File: config.mk
export PLATFORM = sky130hd
export DESIGN_NAME = bure_imem_loader
export DESIGN_NICKNAME = d
export VERILOG_FILES = /design/src/rtl/bure_imem_loader.sv
export SDC_FILE = /design/constraint.sdc
export NUM_CORES = 1
export LEC_CHECK = 0
export ABC_AREA = 1
export BUFFER_PORTS_ARGS = -buffer_cell sky130_fd_sc_hd__buf_4
export CAP_MARGIN = 20
export CELL_PAD_IN_SITES_DETAIL_PLACEMENT = 1
export CELL_PAD_IN_SITES_GLOBAL_PLACEMENT = 2
export CORE_MARGIN = 8
export CORE_UTILIZATION = 32
export DETAILED_ROUTE_END_ITERATION = 8
export PLACE_DENSITY_LB_ADDON = 0.1
export SYNTH_ARGS = -nofsm -noshare
export SYNTH_HDL_FRONTEND = slang
export SYNTH_SLANG_ARGS = --single-unit
File: constraint.sdc
create_clock -name i_clk -period 5.8 [get_ports i_clk]
set_input_delay 0.58 -clock i_clk [delete_from_list [all_inputs] [get_ports i_clk]]
set_output_delay 0.58 -clock i_clk [all_outputs]
set_load 0.005 [all_outputs]
File: src/rtl/bure_imem_loader.sv
// Boot-time loader: assembles a little-endian byte stream into 32-bit words and writes them to instruction memory.
// Optional trailing checksum word enabled by defining BURE_LOADER_CHECKSUM_EN.
module bure_imem_loader #(
    parameter int                    DATA_WIDTH = 32,
    parameter int                    ADDR_WIDTH = 32,
    parameter logic [ADDR_WIDTH-1:0] BASE_ADDR  = '0,
    parameter int                    MAX_WORDS  = 1024
) (
    input  logic                         i_clk,
    input  logic                         i_rstn,
    input  logic                         i_load_start,
    input  logic [$clog2(MAX_WORDS):0]   i_load_words,
    input  logic                         i_byte_valid,
    input  logic [7:0]                   i_byte,
    output logic                         o_byte_ready,
    output logic                         o_mem_wen,
    output logic                         o_mem_wdata_valid,
    output logic [ADDR_WIDTH-1:0]        o_mem_waddr,
    output logic [DATA_WIDTH-1:0]        o_mem_wdata,
    output logic                         o_core_hold,
    output logic [ADDR_WIDTH-1:0]        o_new_pc,
    output logic                         o_busy,
    output logic                         o_done,
    output logic                         o_error
);

    localparam int               LEN_W   = $clog2(MAX_WORDS) + 1;
    localparam logic [LEN_W-1:0] MAX_LEN = LEN_W'(MAX_WORDS);

    typedef enum logic [2:0] {
        S_IDLE  = 3'd0,
        S_RECV  = 3'd1,
        S_WRITE = 3'd2,
        S_DONE  = 3'd3
`ifdef BURE_LOADER_CHECKSUM_EN
        , S_CHK = 3'd4
`endif
    } state_t;

    state_t                  r_state;
    state_t                  w_state_next;
    logic [LEN_W-1:0]        r_len;
    logic [LEN_W-1:0]        r_cnt;
    logic [ADDR_WIDTH-1:0]   r_addr;
    logic [DATA_WIDTH-1:0]   r_word;
    logic [1:0]              r_byte_idx;
    logic                    w_byte_fire;
    logic [LEN_W-1:0]        w_len_clamped;
    logic [LEN_W-1:0]        w_cnt_inc;
    logic                    w_last_byte;
    logic [3:0]              w_lane_we;
    state_t                  w_end_state;
`ifdef BURE_LOADER_CHECKSUM_EN
    logic [DATA_WIDTH-1:0]   r_sum;
    logic                    r_error;
`endif

    assign w_len_clamped = (i_load_words > MAX_LEN) ? MAX_LEN : i_load_words;
    assign w_cnt_inc     = r_cnt + LEN_W'(1);
    assign w_byte_fire   = i_byte_valid && o_byte_ready;
    assign w_last_byte   = w_byte_fire && (r_byte_idx == 2'd3);

    // After the data words either the checksum word follows or the load ends.
`ifdef BURE_LOADER_CHECKSUM_EN
    assign w_end_state = S_CHK;
`else
    assign w_end_state = S_DONE;
`endif

    always_comb begin
        w_state_next = r_state;
        case (r_state)
            S_IDLE: begin
                if (i_load_start) begin
                    w_state_next = (w_len_clamped == '0) ? w_end_state : S_RECV;
                end
            end
            S_RECV: begin
                if (w_last_byte) begin
                    w_state_next = S_WRITE;
                end
            end
            S_WRITE: begin
                w_state_next = (w_cnt_inc < r_len) ? S_RECV : w_end_state;
            end
`ifdef BURE_LOADER_CHECKSUM_EN
            S_CHK: begin
                if (w_last_byte) begin
                    w_state_next = S_DONE;
                end
            end
`endif
            S_DONE: begin
                w_state_next = S_IDLE;
            end
            default: begin
                w_state_next = S_IDLE;
            end
        endcase
    end

    always_ff @(posedge i_clk or negedge i_rstn) begin
        if (!i_rstn) begin
            r_state    <= S_IDLE;
            r_len      <= '0;
            r_cnt      <= '0;
            r_addr     <= '0;
            r_byte_idx <= '0;
        end else begin
            r_state <= w_state_next;
            if (w_byte_fire) begin
                r_byte_idx <= r_byte_idx + 2'd1;
            end
            if (r_state == S_IDLE && i_load_start) begin
                r_len      <= w_len_clamped;
                r_addr     <= BASE_ADDR;
                r_cnt      <= '0;
                r_byte_idx <= '0;
            end
            if (r_state == S_WRITE) begin
                r_addr <= r_addr + ADDR_WIDTH'(1);
                r_cnt  <= w_cnt_inc;
            end
        end
    end

    // One register lane per byte position; byte k of a word fills bits [8k+7:8k].
    for (genvar gi = 0; gi < 4; gi++) begin : g_lane
        assign w_lane_we[gi] = w_byte_fire && (r_byte_idx == 2'(gi));

        always_ff @(posedge i_clk or negedge i_rstn) begin
            if (!i_rstn) begin
                r_word[8*gi +: 8] <= '0;
            end else if (w_lane_we[gi]) begin
                r_word[8*gi +: 8] <= i_byte;
            end
        end
    end

`ifdef BURE_LOADER_CHECKSUM_EN
    // The checksum word is left in r_word by CHK; it is compared on the DONE cycle.
    always_ff @(posedge i_clk or negedge i_rstn) begin
        if (!i_rstn) begin
            r_sum   <= '0;
            r_error <= 1'b0;
        end else begin
            if (r_state == S_IDLE && i_load_start) begin
                r_sum   <= '0;
                r_error <= 1'b0;
            end
            if (r_state == S_WRITE) begin
                r_sum <= r_sum + r_word;
            end
            if (r_state == S_DONE) begin
                r_error <= (r_word != r_sum);
            end
        end
    end
    assign o_error = r_error;
`else
    assign o_error = 1'b0;
`endif

`ifdef BURE_LOADER_CHECKSUM_EN
    assign o_byte_ready = (r_state == S_RECV) || (r_state == S_CHK);
`else
    assign o_byte_ready = (r_state == S_RECV);
`endif

    assign o_mem_wen         = (r_state == S_WRITE);
    assign o_mem_wdata_valid = o_mem_wen;
    assign o_mem_waddr       = r_addr;
    assign o_mem_wdata       = r_word;
    assign o_busy            = (r_state != S_IDLE);
    assign o_core_hold       = o_busy;
    assign o_done            = (r_state == S_DONE);
    assign o_new_pc          = BASE_ADDR;

endmodule

## Word level (Yosys, flattened, before mapping)

Cells that the tools add are included.

- Add/sub/neg operators: 3
- Reductions and logical operators: 13
- Bitwise logic cells: 0
- $lt $le $gt $ge: 2
- Equality and inequality tests: 8
- Div/mod/pow operators: 0
- Multiplexer cells: 12
- Shift operators: 0
- $mul: 0

Operator list:

| kind | count |
|---|---|
| $mux 32 | 2 |
| $mux 11 | 3 |
| $add 32x1->32 const B | 1 |
| $add 11x1->11 const B | 1 |
| $gt 11x11->1 const B | 1 |
| $logic_not 11->1 | 1 |
| $lt 11x11->1 | 1 |
| $pmux 3 s3 | 1 |
| $mux 2 | 4 |
| $eq 3x2->1 const B | 2 |
| $logic_and 1x1->1 | 6 |
| $mux 3 | 2 |
| $eq 2x2->1 const B | 2 |
| $reduce_bool 2->1 | 2 |
| $eq 3x1->1 const B | 1 |
| $logic_not 3->1 | 1 |
| $reduce_bool 3->1 | 1 |
| $add 2x1->2 const B | 1 |
| $eq 2x1->1 const B | 1 |
| $logic_not 2->1 | 1 |
| $ne 2x1->1 const B | 1 |
| $ne 2x2->1 const B | 1 |
| $reduce_and 2->1 | 1 |

- RAM bits: 0
- Logic and storage cells: 47
- Memories: 0
- Register bits: 91
- Memory bits (read-only): 0
- Latch bits: 0

## Depth between registers and ports, before layout

- Depth after elaboration: 6
- Gate-level depth with buffers: 15
- Depth with buffers taken out: 15

## Worst setup path before layout

Ideal clock, no wire load.

- Kind: register to register
- Start: reg r_cnt[1]
- End: reg r_state[1]
- Buffers on the path: 0
- Path slack: 3.964 ns
- Cell stages (with the launch flop): 15
- Setup time: 0.119 ns
- Arrival time: 1.717 ns
- Clock period less this slack: 1.836 ns
- Cell sequence: dfrtp_1 ha_1 nand2_1 nor2_1 xor2_1 inv_1 ha_1 nand2_1 nand2_1 nand2_1 nand2_1 nand2_1 nand3_1 nand2_1 nor2_1

- Word-level cells in the longest chain between the ends: 4

RTL lines:

| what | line | RTL |
|---|---|---|
| start: declaration | 43 | `logic [LEN_W-1:0] r_cnt;` |
| start signal: assignment | 122 | `r_cnt <= w_cnt_inc;` |
| $add 11x1->11 | 59 | `assign w_cnt_inc = r_cnt + LEN_W'(1);` |
| $lt 11x11->1 | 84 | `w_state_next = (w_cnt_inc < r_len) ? S_RECV : w_end_state;` |
| $mux 2 | 84 |  |
| $pmux 3 s3 | 72 | `case (r_state)` |
| end signal: assignment | 110 | `r_state <= w_state_next;` |
| end: declaration | 40 | `state_t r_state;` |

No other way between the ends.
A chain may end at the register's enable or synchronous reset.

## Final worst setup path

- Start: reg r_state[1]
- End: reg r_cnt[1]

- Word-level cells in the longest chain between the ends: 3
- Elaborated cells between the ends (all ways): 5
- Those cells by class: eq/ne (1); mux (1); reduce/logical (3)

RTL lines:

| what | line | RTL |
|---|---|---|
| $logic_not 3->1 | 114 | `if (r_state == S_IDLE && i_load_start) begin` |
| $logic_and 1x1->1 | 114 |  |
| $reduce_bool 2->1 (no source line) | - |  |

Parallel ways exist; a longest one is shown, timed or not.

==> reports/metrics.cfg <==
[synthesis]
synth_seq_area_share_pct = 42.9
synth_area_per_cell_um2 = 7.44
synth_area_mm2 = 0.00524
synthTopCellsByArea = dfrtp_1, nand2_1, inv_1, o21ai_0, nand3_1
synthTopCellsByCount = nand2_1, dfrtp_1, inv_1
synth_top_area_share_pct = 42.9
ys.flop_type = dfrtp_1
synth_top_area_cell = dfrtp_1
ys_types = 31
synth_warnings = 0
synth_most_common_cell = nand2_1
synth_cells = 705
synth_edf_count = 0
synth-async-reset-ratio_pct = 100
synth_seq_cells = 90

[floorplan]
num_rows = 47
dieArea_mm2 = 0.0207
start_util_pct = 32.2
coreArea_mm2 = 0.0163
ios = 126
die_width_um = 144
fp.dieH_um = 144

[clock_tree]
path_clk_slew_ns = 0.07
cts_hold_repair.buffers = 0
cts_resized = 0
cts_root_buf = clkbuf_16
cts_max_path_buffers = 2
cts_made_buffers = 9
cts_num_sinks = 90
clk_latency_ns = 0.35
cts_setup_buffers = 0
htree_levels = 3
cts_tree = yes

[detailed_routing]
via_count = 4629
route.detailed.drc = 0
drtPass1Iterations = 4
viasPerCell = 4.56
wl_per_cell_um = 15.5
drt_wl_total_mm = 15.7
drt_iter0_markers = 142
ant_nets = 0

[power]
p_leak_nw = 3.13
p_per_area_mw_per_mm2 = 351
total_power_mw = 2.20
ir_worst_vdd_uv = 163

[final_layout]
finalNonFillerCells = 1016
drive_gt1_share_pct = 17.1
area.growth.synth_to_final_pct = 19.6
layout.nets = 830
insertedDiodeCount = 0

[worst_hold_path]
hold_path.class = input pin to asynchronous set/reset pin

[setup_path]
r2r_start = r_state[1]
arrival_ns = 3.27
start_kind = flop
endpoint_kind = flop
required_ns = 6.06
critical_path_class = flop to flop
path_max_fanout = 21
crit_start = r_state[1]

[sta]
worst_pin_slew_ns = 0.926
maxSlewHeadroom_pct = 38.2
rsz0062_at_grt = false
final-setup-viol-count = 0
hold_viol = 0
slew_viol_final = 0
worst_clock_skew_ns = 0.0101
fin_crit_sh_pct = 51.8
fmax_mhz = 333
finalSetupTns_ns = 0
period_needed_ns = 3.01

[run_status]
status = completed

[global_route]
grt_antenna_before_repair = 0
grt_remaining_overflow = 0
grt_first_pass_wirelength_mm = 25.5
track_usage_pct = 15.9
grt_max_degree = 67
grt_pass1_vias = 4806

[placement]
place.port_buffers = 92
place_inst = 1000
place_congestion = 0.804
hpwl_mm = 12.4

[job]
drv_cap = 0

-- power breakdown --
group / internal [mW] / total, mW / switching, mW
Combinational: 0.297 / 0.703 / 0.405
Clock: 0.307 / 0.596 / 0.289
Sequential: 0.790 / 0.900 / 0.110
-- worst max-delay path, stage by stage, from the launching register on --
cell	delay (ns)
dfrtp_1	0.41
nor2_1	0.09
nand2_1	0.60
inv_1	0.51
nor2_2	0.85
inv_2	0.23
o21ai_0	0.23
-- per-layer routing --
layer | track usage [%] | routed length (um)
met5 | 0 | 0
met2 | 28.4 | 8050
met3 | 2.34 | 572
met4 | 5.59 | 267
met1 | 19.0 | 6830
-- kinds of logic (layout without fill, tap and decap cells) --
logic type,after synthesis,count (layout),synth area share [%]
simple gates,371,371,30.7
buf+inv,140,199,13.5
flops,90,90,42.9
compound gates,84,84,8.47
fa+ha+maj,16,16,3.82
xor+xnor,3,3,0.501
other cells,1,33,0.0715
-- state kept, by name, summed over array words and instances (netlist names) --
register / count
o_mem_waddr: 32
o_mem_wdata: 32
r_byte_idx: 2
r_cnt: 11
r_len: 11
r_state: 2
-- final timing paths --
path                                   endpoint  slack [ns]  depth (start not counted)
worst max-delay path                   r_cnt[1]        2.79                          6
worst min-delay path            o_mem_wdata[10]        0.12                          1
worst max register to register         r_cnt[1]        2.79                          6
worst min register to register  o_mem_wdata[16]        0.49                          2
max in group asynchronous              r_len[6]        4.51                          2
min in group i_clk                     r_len[1]        0.49                          3
-- metrics by stage --
stage          hold slack, ns  setup slack, ns  instance area, um2  utilization, %
6_report                0.116             2.79                6270            38.5
5_1_grt                 0.124             2.42                6270            38.5
4_1_cts                 0.120             2.68                6270            38.5
3_5_place_dp            0.477             2.48                5970            36.6
3_3_place_gp            0.469             2.59                5970            36.6
2_1_floorplan           0.284             3.96                5360               -
-- layout make-up --
type / count / area [um2]
fillers: 2061 / 10000
multi-input cells: 507 / 2400
flip-flops and latches: 90 / 2250
repair buffers: 93 / 698
inverters: 90 / 338
well taps: 220 / 275
clock buffers: 9 / 225
clock inverters: 7 / 78.8
-- cells in the final DEF (no fill, tap or decap) --
master / netlist / layout
nand2_1: 212 / 212
buf_4: 37 / 93
dfrtp_1: 90 / 90
inv_1: 88 / 88
o21ai_0: 64 / 64
nor2_1: 62 / 62
nand3_1: 58 / 58
conb_1: 1 / 33
ha_1: 16 / 16
nor2_4: 9 / 9
a21oi_1: 9 / 9
clkbuf_16: 0 / 9
nand2_2: 8 / 8
nor3_1: 7 / 7
o22ai_1: 6 / 6
nand4_1: 5 / 5
xor2_1: 3 / 3
nor2_2: 3 / 3
inv_6: 0 / 3
and2_1: 2 / 2
inv_2: 2 / 2
nand3_2: 2 / 2
nand3b_1: 2 / 2
clkinv_8: 0 / 2
o21ai_2: 1 / 1
o21bai_2: 1 / 1
o21ai_1: 1 / 1
or2_2: 1 / 1
o31ai_1: 1 / 1
a22o_1: 1 / 1
clkinv_4: 0 / 1
inv_8: 0 / 1
Power figures use the tool's default switching activity.
